File: config.mk
export PLATFORM = sky130hd
export DESIGN_NAME = midi_encoder
export DESIGN_NICKNAME = d
export VERILOG_FILES = /design/src/rtl/midi_encoder.sv
export SDC_FILE = /design/constraint.sdc
export NUM_CORES = 1
export LEC_CHECK = 0
export BUFFER_PORTS_ARGS = -buffer_cell sky130_fd_sc_hd__buf_2
export CAP_MARGIN = 20
export CORE_AREA = 5 5 91 68
export CTS_BUF_LIST = sky130_fd_sc_hd__clkbuf_8
export DETAILED_ROUTE_END_ITERATION = 8
export DIE_AREA = 0 0 96 73
export GPL_ROUTABILITY_DRIVEN = 0
export GPL_TIMING_DRIVEN = 0
export PLACE_DENSITY = 0.86
export SYNTH_ARGS = -nofsm -noshare
export SYNTH_HDL_FRONTEND = slang
export SYNTH_SLANG_ARGS = --single-unit
File: constraint.sdc
create_clock -name CLOCK_25 -period 1.8 [get_ports CLOCK_25]
set_clock_uncertainty 0.1 [all_clocks]
set_input_delay 0.27 -clock CLOCK_25 [delete_from_list [all_inputs] [get_ports CLOCK_25]]
set_output_delay 0.27 -clock CLOCK_25 [all_outputs]
set_load 0.005 [all_outputs]
File: src/rtl/midi_encoder.sv
// MIDI channel-voice event serialiser with running status, timed refresh and optional note-off->vel0.
// Latency: first byte valid the cycle after ev_valid&&ev_ready; one byte per tx_valid&&tx_ready.
// Backpressure: tx_ready low freezes state and tx_byte; ev_ready is high only while idle.
module midi_encoder #(
  parameter bit          RS_EN           = 1'b1,
  parameter int unsigned RS_TIMEOUT      = 6250000,
  parameter bit          NOTEOFF_AS_VEL0 = 1'b0,
  parameter int          T_WIDTH         = 23
) (
  input  logic       CLOCK_25,
  input  logic       iRST,
  input  logic       ev_valid,
  output logic       ev_ready,
  input  logic [2:0] ev_type,
  input  logic [3:0] ev_chan,
  input  logic [7:0] ev_d1,
  input  logic [7:0] ev_d2,
  output logic [7:0] tx_byte,
  output logic       tx_valid,
  input  logic       tx_ready,
  output logic       ev_err,
  output logic       busy
);

  typedef enum logic [1:0] {IDLE, STATUS, DATA1, DATA2} state_t;

  localparam logic [T_WIDTH-1:0] TMAX = T_WIDTH'(RS_TIMEOUT);

  state_t             state, state_nxt;
  logic [7:0]         st_q, d1_q, d2_q;
  logic               two_q;
  logic [7:0]         last_status;
  logic [T_WIDTH-1:0] timer;

  logic [3:0] hi;
  logic [7:0] st_in, d1_in, d2_in;
  logic       ev_ok, two_in, accept, rs_live, skip_status, status_xfer;

  // Map the incoming event onto status/data bytes before it is latched.
  always_comb begin
    hi     = 4'h0;
    ev_ok  = 1'b1;
    two_in = 1'b1;
    d1_in  = ev_d1 & 8'h7F;
    d2_in  = ev_d2 & 8'h7F;
    case (ev_type)
      3'd0: begin
        hi = NOTEOFF_AS_VEL0 ? 4'h9 : 4'h8;
        if (NOTEOFF_AS_VEL0) d2_in = 8'h00;
      end
      3'd1: hi = 4'h9;
      3'd2: hi = 4'hB;
      3'd3: begin
        hi     = 4'hC;
        two_in = 1'b0;
      end
      3'd4: hi = 4'hE;
      3'd5: begin
        hi    = 4'hB;
        d1_in = 8'h7B;
        d2_in = 8'h00;
      end
      default: ev_ok = 1'b0;
    endcase
  end

  assign st_in       = {hi, ev_chan};
  assign accept      = ev_valid && (state == IDLE);
  // A saturated timer means running status has already expired this cycle.
  assign rs_live     = (RS_TIMEOUT == 0) || (timer != TMAX);
  assign skip_status = RS_EN && rs_live && (st_in == last_status);
  assign status_xfer = (state == STATUS) && tx_ready;
  assign ev_ready    = (state == IDLE);
  assign busy        = (state != IDLE);

  always_comb begin
    state_nxt = state;
    tx_valid  = 1'b0;
    tx_byte   = 8'h00;
    case (state)
      IDLE: begin
        if (accept && ev_ok) state_nxt = skip_status ? DATA1 : STATUS;
      end
      STATUS: begin
        tx_valid = 1'b1;
        tx_byte  = st_q;
        if (tx_ready) state_nxt = DATA1;
      end
      DATA1: begin
        tx_valid = 1'b1;
        tx_byte  = d1_q;
        if (tx_ready) state_nxt = two_q ? DATA2 : IDLE;
      end
      DATA2: begin
        tx_valid = 1'b1;
        tx_byte  = d2_q;
        if (tx_ready) state_nxt = IDLE;
      end
      default: state_nxt = IDLE;
    endcase
  end

  always_ff @(posedge CLOCK_25) begin
    if (iRST) begin
      state       <= IDLE;
      st_q        <= 8'h00;
      d1_q        <= 8'h00;
      d2_q        <= 8'h00;
      two_q       <= 1'b0;
      last_status <= 8'h00;
      timer       <= '0;
      ev_err      <= 1'b0;
    end else begin
      state  <= state_nxt;
      ev_err <= accept && !ev_ok;
      if (accept && ev_ok) begin
        st_q  <= st_in;
        d1_q  <= d1_in;
        d2_q  <= d2_in;
        two_q <= two_in;
      end
      if (status_xfer) begin
        last_status <= st_q;
        timer       <= '0;
      end else begin
        if (timer != TMAX) timer <= timer + T_WIDTH'(1);
        if ((RS_TIMEOUT != 0) && (timer == TMAX)) last_status <= 8'h00;
      end
    end
  end

endmodule

==> results.ini <==
[yosys]
syn_area_per_cell_um2=8.10
synth_compound_area_frac=0.116
ys_types=41
synthXorXnorAreaFrac=0.0784
seq_area_frac_synth=0.428
synth_top_area_frac=0.428
synth_adder_area_share=0.00939
synth_ff_type=dfxtp_1
synth_mux_area_frac=0.0333
synthSimpleGateAreaFrac=0.296
synthTopCellsByArea=dfxtp_1 (43%), nand2_1 (5.5%), nor2_1 (5.5%)
synth_top_cell_by_area=dfxtp_1
synth_edf_count=0
synth-warning-count=0
ys_seq_elements=57
synth_top_family_by_area=simple AND/OR/NAND/NOR gates
netlist_instances=329
async_flop_share=0
syn-cell-area_mm2=0.00267
syn_nets=358

[routing]
drt_iter0_markers=286
viasPerCell=5.72
wl_um=7410
wl_per_cell_um=16.0
drt_first_pass_iters=5
via_count=2648
postRouteAntennaNets=0
drc=0

[sta]
drv_slew=0
slew_headroom=0.620
finalSetupViolCount=19
finalHoldViolations=0
fmax_ghz=0.527
post-route-period-util=1.05
tns_ns=-0.784
fin_crit_ns=1.90
rsz0062_at_grt=true
worst_slew_pin_slew_ns=0.570
layout_setup_ws_ns=-0.0976

[finish]
fin_nets=413
area_growth_pct=28.9
fillers=422
final_common_cell=dfxtp_1
regArea_mm2=0.00117
diodes=0
drive_above_1_share=0.312
fin_area_mm2=0.00344
final_cell_mix=dfxtp_1 (44), nor2_1 (39), buf_2 (38), nand2_1 (38), a21oi_1 (21)
multi_input_area_mm2=0.00155
final_core_util=0.642

[worst_setup_path]
r2r-start=timer[12]
crit_type=flip-flop to output pin
crit_start=state[1]
setup.worst_path.end_class=output pin
arrival_ns=1.53
reg2reg_depth=5
r2r_setup_slack_ns=-0.05
r2r_end=state[1]
cp_data_required_time_ns=1.43
cp-start-kind=flip-flop
endpoint=tx_byte[0]
cp_max_fo=6

[worst_hold_path]
hold_path.class=input port to flip-flop
holdCritStartpoint=ev_valid

[status]
outcome=finished with violations
violations=setup timing

[power_and_ir_drop]
ir_worst_vdd_uv=572
p_per_area_mw_per_mm2=860
leakagePower_nw=1.34

[floorplan]
die_w_um=96
die-area_mm2=0.00701
num_rows=23
start_util=0.498
core_area_mm2=0.00535
die_h_um=73
io_pins=39

[cts]
cts_tree=yes
clockBufferDepth=2
ctsRootBufferMaster=clkbuf_8
cts_buffers=9
cts.clk_slew.worst_paths_ns=0.07
clock_latency_ns=0.35
htreeDepth=3
clkSinkCount=57

[global_route]
antenna_found_initial=0
grt_start_max_net_pins=11
grtUsageTotal=0.209
overflow=0
grt_pass1_wl_um=11100
grt_pass1_vias=2309

[place]
port_buffers=35
dp.final_hpwl_um=4500
placed_cell_area_mm2=0.00294

[job]
drv_cap=0

-- flip-flops by register name, indices dropped and copies added (netlist names) --
register and cells:
state 2, timer 23, d2_q 7, two_q 1, ev_err 1, st_q 8
d1_q 7, last_status 8
-- per-layer routing --
metal	share of wire	global-route usage	up-vias
met5	0	0	-
li1	-	-	1255
met1	0.44	0.275	1268
met4	0.017	0.0536	0
met3	0.076	0.0753	15
met2	0.47	0.325	110
-- worst max-delay path, stage by stage, from the launching register on --
cell and delay, ns:
dfxtp_4 0.41, clkbuf_16 0.17, mux2_4 0.30, a22o_1 0.17, buf_2 0.12
-- cell type report --
| type | instances | area share |
|---|---|---|
| Clock inverter | 4 | 0.0127 |
| Multi-Input combinational cell | 246 | 0.450 |
| Tap cell | 75 | 0.0273 |
| Buffer | 16 | 0.0342 |
| Sequential cell | 57 | 0.340 |
| Timing Repair Buffer | 47 | 0.0841 |
| Inverter | 7 | 0.00764 |
| Clock buffer | 11 | 0.0440 |
-- where the power goes --
part           internal [mW]  switching, mW  leakage (nW)  total (mW)
clock network          0.697          0.509         0.106        1.21
registers               1.31         0.0491         0.471        1.36
logic                  0.171          0.218         0.759       0.388
total                   2.18          0.776          1.34        2.96
-- worst min path at each step --
| stage | slack (ns) | depth (start not counted) | end |
|---|---|---|---|
| after floorplan | 0.29 | 2 | ev_err |
| after global placement | 0.34 | 2 | d2_q[0] |
| after detailed placement | 0.34 | 2 | d2_q[5] |
| after CTS | 0.06 | 3 | ev_err |
| after global routing | 0.07 | 3 | d2_q[0] |
| final | 0.07 | 3 | ev_err |
-- kinds of logic after synthesis --
family,count (synthesis)
compound gates,51
xor+xnor,23
fa+ha+maj,2
buf+inv,26
flops,57
mux,8
simple gates,162
-- stage by stage --
step	setup WS [ns]	hold WS, ns	power (mW)	instances
floorplan	0.0338	0.288	1.60	329
global placement	-0.432	0.335	1.71	439
detailed placement	-0.442	0.343	1.72	439
CTS	-0.0888	0.0585	2.93	459
global route	-0.150	0.0700	3.08	463
finish	-0.0976	0.0732	2.96	463
-- Yosys cell counts (5+ instances only) --
master    count
xnor2_1      14
a22o_1        6
and3_1        5
o21ai_0       7
nor3_1       22
nor2_1       39
xor2_1        8
a21oi_1      27
nand4_1       6
dfxtp_1      57
clkbuf_1     13
inv_1         7
nand3_1      26
mux2_2        7
nand2_1      39
-- repair_timing --
item,4_1_cts,5_1_grt
resized for setup,28,42
pin swaps,2,8
gates cloned,1,1
hold buffers,0,0
setup endpoints to repair,66,65
buffers inserted,6,4
Power figures use the tool's default switching activity.
